`src/rtl/icb_master.sv`:
```
// Single-outstanding ICB bus master: turns one local request into an ICB command,
// waits for the response (bounded by TIMEOUT) and emits a one-cycle completion report.
module icb_master #(
  parameter int unsigned TIMEOUT = 256
) (
  input  logic        clk,
  input  logic        rst_n,

  input  logic        req_valid,
  output logic        req_ready,
  input  logic        req_read,
  input  logic [31:0] req_addr,
  input  logic [31:0] req_wdata,
  input  logic [3:0]  req_wmask,

  output logic        icb_cmd_valid,
  input  logic        icb_cmd_ready,
  output logic        icb_cmd_read,
  output logic [31:0] icb_cmd_addr,
  output logic [31:0] icb_cmd_wdata,
  output logic [3:0]  icb_cmd_wmask,

  input  logic        icb_rsp_valid,
  output logic        icb_rsp_ready,
  input  logic [31:0] icb_rsp_rdata,
  input  logic        icb_rsp_err,

  output logic        done_valid,
  output logic [31:0] done_rdata,
  output logic        done_err,
  output logic        done_timeout
);

  // Handshakes: a transfer happens on a rising edge where valid && ready are both 1;
  // the valid side holds its payload stable and never withdraws valid before that edge.

  typedef enum logic [1:0] {
    IDLE = 2'd0,
    CMD  = 2'd1,
    RSP  = 2'd2
  } state_e;

  localparam bit          TIMEOUT_EN = (TIMEOUT != 0);
  localparam logic [15:0] WAIT_LAST  = 16'(TIMEOUT - 1);

  state_e      state_q, state_d;
  logic        read_q;
  logic [31:0] addr_q;
  logic [31:0] wdata_q;
  logic [3:0]  wmask_q;
  logic [15:0] wait_q, wait_d;
  logic        done_valid_q, done_valid_d;
  logic [31:0] done_rdata_q, done_rdata_d;
  logic        done_err_q, done_err_d;
  logic        done_timeout_q, done_timeout_d;

  logic req_fire;
  logic cmd_fire;
  logic timeout_hit;

  assign req_ready     = (state_q == IDLE);
  assign icb_cmd_valid = (state_q == CMD);
  // Ready in IDLE too, so a late response after a timeout is drained silently.
  assign icb_rsp_ready = (state_q != CMD);

  assign icb_cmd_read  = read_q;
  assign icb_cmd_addr  = addr_q;
  assign icb_cmd_wdata = wdata_q;
  assign icb_cmd_wmask = read_q ? 4'h0 : wmask_q;

  assign done_valid    = done_valid_q;
  assign done_rdata    = done_rdata_q;
  assign done_err      = done_err_q;
  assign done_timeout  = done_timeout_q;

  assign req_fire    = req_valid & req_ready;
  assign cmd_fire    = icb_cmd_valid & icb_cmd_ready;
  assign timeout_hit = TIMEOUT_EN && (state_q == RSP) && !icb_rsp_valid &&
                       (wait_q == WAIT_LAST);

  always_comb begin
    state_d        = state_q;
    wait_d         = wait_q;
    done_valid_d   = 1'b0;
    done_rdata_d   = done_rdata_q;
    done_err_d     = done_err_q;
    done_timeout_d = done_timeout_q;
    case (state_q)
      IDLE: begin
        if (req_fire) state_d = CMD;
      end
      CMD: begin
        if (cmd_fire) begin
          state_d = RSP;
          wait_d  = 16'h0;
        end
      end
      RSP: begin
        // A response in the final wait cycle still wins over the timeout.
        if (icb_rsp_valid) begin
          state_d        = IDLE;
          done_valid_d   = 1'b1;
          done_rdata_d   = read_q ? icb_rsp_rdata : 32'h0;
          done_err_d     = icb_rsp_err;
          done_timeout_d = 1'b0;
        end else if (timeout_hit) begin
          state_d        = IDLE;
          done_valid_d   = 1'b1;
          done_rdata_d   = 32'h0;
          done_err_d     = 1'b1;
          done_timeout_d = 1'b1;
        end else begin
          wait_d = wait_q + 16'h1;
        end
      end
      default: state_d = IDLE;
    endcase
  end

  always_ff @(posedge clk) begin
    if (!rst_n) begin
      state_q        <= IDLE;
      wait_q         <= 16'h0;
      done_valid_q   <= 1'b0;
      done_rdata_q   <= 32'h0;
      done_err_q     <= 1'b0;
      done_timeout_q <= 1'b0;
    end else begin
      state_q        <= state_d;
      wait_q         <= wait_d;
      done_valid_q   <= done_valid_d;
      done_rdata_q   <= done_rdata_d;
      done_err_q     <= done_err_d;
      done_timeout_q <= done_timeout_d;
    end
  end

  always_ff @(posedge clk) begin
    if (!rst_n) begin
      read_q  <= 1'b0;
      addr_q  <= 32'h0;
      wdata_q <= 32'h0;
      wmask_q <= 4'h0;
    end else if (req_fire) begin
      read_q  <= req_read;
      addr_q  <= req_addr;
      wdata_q <= req_wdata;
      wmask_q <= req_wmask;
    end
  end

endmodule

```
`config.mk`:
```
export PLATFORM = sky130hd
export DESIGN_NAME = icb_master
export DESIGN_NICKNAME = d
export VERILOG_FILES = /design/src/rtl/icb_master.sv
export SDC_FILE = /design/constraint.sdc
export NUM_CORES = 1
export LEC_CHECK = 0
export ABC_AREA = 1
export BUFFER_PORTS_ARGS = -buffer_cell sky130_fd_sc_hd__buf_2
export CAP_MARGIN = 0
export CORE_MARGIN = 2
export CORE_UTILIZATION = 35
export DETAILED_ROUTE_END_ITERATION = 10
export PLACE_DENSITY = 0.65
export SYNTH_ARGS = -nofsm -noshare
export SYNTH_HDL_FRONTEND = slang
export SYNTH_SLANG_ARGS = --single-unit
```
`constraint.sdc`:
```
create_clock -name clk -period 2 [get_ports clk]
set_clock_uncertainty 0.15 [all_clocks]
set_input_delay 0.3 -clock clk [delete_from_list [all_inputs] [get_ports clk]]
set_output_delay 0.3 -clock clk [all_outputs]
set_load 0.005 [all_outputs]
```
; ---- Word-level counts from Yosys, hierarchy flattened
; Index checks and enable logic that the tools add are counted.
[word_totals]
regBits = 122
input_bits = 107
out_inout_bits = 107
elab_cells = 50
[classes]
addsub = 1
n_eq_ne = 9
mux = 18
n_bitwise = 2
n_reduce_logical = 10
[op_table]
columns = operator, count
row1 = $mux 32, 3
row2 = $mux 16, 3
row3 = $pmux 16 s2, 1
row4 = $add 16x1->16 const B, 1
row5 = $eq 16x8->1 const B, 1
row6 = $mux 2, 4
row7 = $ne 2x1->1 const B, 3
row8 = $pmux 2 s3, 1
row9 = $mux 1, 5
row10 = $mux 4, 1
row11 = $ne 2x2->1 const B, 2
row12 = $reduce_and 2->1, 2
row13 = $reduce_and 4->1, 1
row14 = $reduce_bool 2->1, 2
row15 = $ne 3x3->1 const B, 1
row16 = $reduce_and 3->1, 1
row17 = $and 1x1->1, 2
row18 = $eq 2x1->1 const B, 1
row19 = $eq 2x2->1 const B, 1
row20 = $logic_and 1x1->1, 2
row21 = $logic_not 2->1, 1
row22 = $logic_not 1->1, 1

; ---- Depth between registers and ports, before layout
[logic_depth]
depth_word = 6
mapped_depth = 11
depth_no_buf = 11

; ---- Worst setup path after synthesis
; Ideal clock, no wire load.
[synth_path]
kind = register to register
startpoint = reg wait_q[0]
endpoint = reg wait_q[14]
setup_ns = 0.138
t_arrival_ns = 1.422
required_ns = 1.712
setup_slack_ns = 0.290
stages_incl_launch_ff = 12
n_path_buf = 1
synth_period_minus_slack_ns = 1.710
cell_sequence = dfxtp_1 > ha_1 > nand2_2 > inv_2 > nand2_2 > nor2_4 > nand2_1 > nand3_2 > nand2_4 > buf_6 > nand2_1 > a21oi_2
[synth_via]
elab_chain_cells = 4
elab_cells_between_ends = 8
cone_classes = add/sub (1) / eq/ne (2) / mux (3) / reduce/logical (2)
[synth_lines]
columns = item, line
row1 = from (decl), 51  ; logic [15:0] wait_q, wait_d;
row2 = from (signal assigned), 130  ; wait_q <= wait_d;
row3 = $add 16x1->16 / $eq 16x8->1 (equally long branches), "113, 79"
row4 = $mux 16 / $logic_and 1x1->1 (equally long branches), "106, 78"
row5 = $mux 16 / $ne 2x2->1 (equally long branches), n/a
row6 = $pmux 16 s2 / $reduce_and 4->1 (equally long branches), n/a
; Parallel ways exist; a longest one is shown, timed or not. The select of a mux whose other input is x is not followed.
; A chain may end at the register's enable or synchronous reset.

; ---- Worst setup path in the final report
[layout_path]
startpoint = reg wait_q[1]
endpoint = reg wait_q[15]
; Same word-level chain as after synthesis.

==> reports/qor.txt <==
Compound-cell area share of the yosys netlist -> 14.3%
# IOs -> 214
Cell area power density -> 900 nW/um^2
CTS Buf Count -> 17
Mapped Nets -> 759
CP Max Fanout -> 15
# Max-Cap Violations -> 0
Worst r2r src -> wait_q[1]
Core Util, Final -> 54.3%
Post-synth top area share -> 50.2%
Crit-path slowest cell -> dfxtp_1
Mean area per synthesized cell -> 7.48 um^2
First drt pass iteration count -> 4
DP Cell Count -> 1020
Worst EP arrival -> 1.93 ns
Detailed router's first-iteration violation count -> 152
Antenna violations before repair -> 0
CTS tree -> yes
R2r setup slk -> 0.23 ns
Max Fclk -> 564 MHz
Hold WC Path Type -> input port to register
Area leader, netlist -> dfxtp_1
Number of distinct library cells after synthesis -> 30
Root buffer cell -> clkbuf_16
Setup violations, final -> 0
Share of layout cells above drive strength 1 -> 30.5%
RD Place Congestion -> 0.829
Antenna diode count -> 0
YS warnings -> 0
Layout Nets -> 1036
CORE AREA -> 13700 um^2
Final hold vios -> 0
CP endpoint -> wait_q[15]
Crit Path Category -> register to register
Final setup TNS -> 0 ns
Largest family of logic cells by synthesized area -> simple AND/OR/NAND/NOR gates
Vias in the first global route -> 4730
Worst setup EP type -> register
Gr ovfl total -> 0
Post-Synth XOR/XNOR Area -> 0.899%
Critical Path Source Type -> register
Dpl hpwl -> 9110 um
H-tree levels -> 4
Vias per cell -> 4.60
Starting Density -> 35.5%
Leak Pwr -> 3.37 nW
Antenna-violating nets left -> 0
Post-synth EDFFs -> 0
Post-synthesis sequential area ratio -> 50.2%
Clock transition at the registers of the reported paths -> 0.06 ns
Die Width -> 122 um
Largest cells by area after synthesis -> dfxtp_1, nor2_1, nand2_1, o21ai_0, a21oi_1
Post-route DRC -> 0
Synthesis-to-finish area growth -> 52.9%
Gate Count Post-Synth -> 651
WP data required -> 2.15 ns
RR Endpoint -> wait_q[15]
Port bufs -> 213
Seq cells post-synth -> 122
Hold Slack -> 0.00286 ns
Adder-cell share of the synthesized area -> 0.257%
Pin count of the biggest net entering global routing -> 72
Post-synthesis mux area share -> 0%
Post-synth ARST share -> 0%
IR Drop Worst-Case VDD -> 0.668 mV
CP dominant cell by count -> nand2_2
R2R cell count -> 10
Routed len/inst -> 12.6 um
Status -> completed
Max Root-Sink Buffers -> 2
Clock Latency Late Sink -> 0.41 ns
Layout fillers -> 1278
Most frequent cells after synthesis -> nor2_1, dfxtp_1, nand2_1
First-pass GRT wire length -> 22300 um
Top_reg_cell synth -> dfxtp_1
Max incr delay on CP -> 0.35 ns
Fin cells -> 1121
Die span in y -> 122 um
Post-CTS Setup Repair Bufs -> 0
Fin crit period -> 1.77 ns
Slew headroom -> 76.4%
Total routed wirelength -> 14100 um
CP startpoint -> wait_q[1]
Vias after detailed routing -> 5160
DIE AREA -> 14900 um^2
Worst slew pin tran -> 0.355 ns
Total GRT Usage -> 18.6%
CP Cell Sequence -> ha_1 -> nand2_2 -> inv_2 -> nand2_2 -> nor2_4 -> nand2_1 -> nand3_2 -> nand2_4 -> a21oi_1 -> nor2_1
RSZ-0062 raised after global routing -> false
Synthesized cell area -> 4870 um^2
Top-count cell post-synth -> nor2_1
Synth Area in Simple Gates -> 28.5%
Pins Over Slew Limit -> 0
Period utilization -> 88.6%
Row count -> 43
CTS sink cnt -> 122
## power by group
group          internal, W  leakage, nW  switching (W)
logic             0.000386         2.06       0.000421
clock network      0.00213        0.308        0.00112
registers          0.00258         1.00      0.0000689
total              0.00509         3.37        0.00161
## state kept, by name, summed over array words and instances, names as in the netlist, 2 cells and up
register and count:
done_rdata 32, icb_cmd_addr 32, icb_cmd_wdata 32, state_q 2, wait_q 16, wmask_q 4
## critical path, delay by kind of cell, from the launching register on
kind	cells	cell delay (ns)
and+or+nand+nor	7	0.72
DFF	1	0.35
adders and majority gates	1	0.23
AOI/OAI and AO/OA	1	0.15
buffers and inverters	1	0.07
## what timing repair did
action	4_1_cts	5_1_grt
resized for setup	0	2
endpoints found under the hold margin	66	3
hold buffers	66	3
setup endpoints to repair	0	33
## final cells by class
cell class / instances / area (um^2) / area share [%]
sequential: 122 / 2440 / 32.8
multi-input combinational: 465 / 2140 / 28.8
timing repair buffer: 297 / 1910 / 25.6
clock buffer: 19 / 443 / 5.95
tap: 180 / 225 / 3.03
clock inverter: 13 / 190 / 2.55
inverter: 25 / 96.3 / 1.29
## worst min-delay path by stage
stage / startpoint / to / slack [ns] / depth (start not counted)
finish: req_addr[2] / icb_cmd_addr[2] / 0.003 / 3
global route: icb_rsp_rdata[6] / done_rdata[6] / 0.003 / 3
CTS: icb_rsp_rdata[25] / done_rdata[25] / 0.0005 / 3
detailed placement: wmask_q[2] / wmask_q[2] / 0.30 / 2
global placement: wmask_q[2] / wmask_q[2] / 0.29 / 2
floorplan: icb_rsp_rdata[1] / done_rdata[1] / 0.28 / 2
## metrics by stage
stage	area [um^2]	setup slack [ns]	total power (W)
after floorplan	4870	0.290	0.00305
after global placement	6120	0.134	0.00339
after detailed placement	6120	0.102	0.00339
after CTS	7410	0.0915	0.00675
after global routing	7440	0.0685	0.00700
final	7440	0.227	0.00670
## layer usage
metal	wire length (um)	part of all wire (%)	track usage, %
met1	6190	44	22.9
met2	6520	46	29.7
met5	0	0	0
met4	349	2.5	8.12
met3	1040	7.4	6.37
## layout by cell type, fill, tap and decap left out, drive strengths merged
cell         instances
o21ai               71
ha                   1
a21oi               53
nor2               174
nand3               41
nand4                8
bufinv               4
nand2              103
xnor2                3
xor2                 2
o211ai               1
dlygate4sd3         69
nor3                 3
a211oi               1
o21bai               2
buf                228
clkinv               5
and2                 1
inv                 28
dfxtp              122
o21a                 1
clkinvlp             1
clkbuf              19
## logic make-up (layout without fill, tap and decap cells)
kind of cell | Yosys count | after routing
compound gates | 129 | 129
xor+xnor | 5 | 5
fa+ha+maj | 1 | 1
buf+inv | 64 | 354
flops | 122 | 122
simple gates | 330 | 330
No activity file was read; power rests on OpenSTA's default activity.
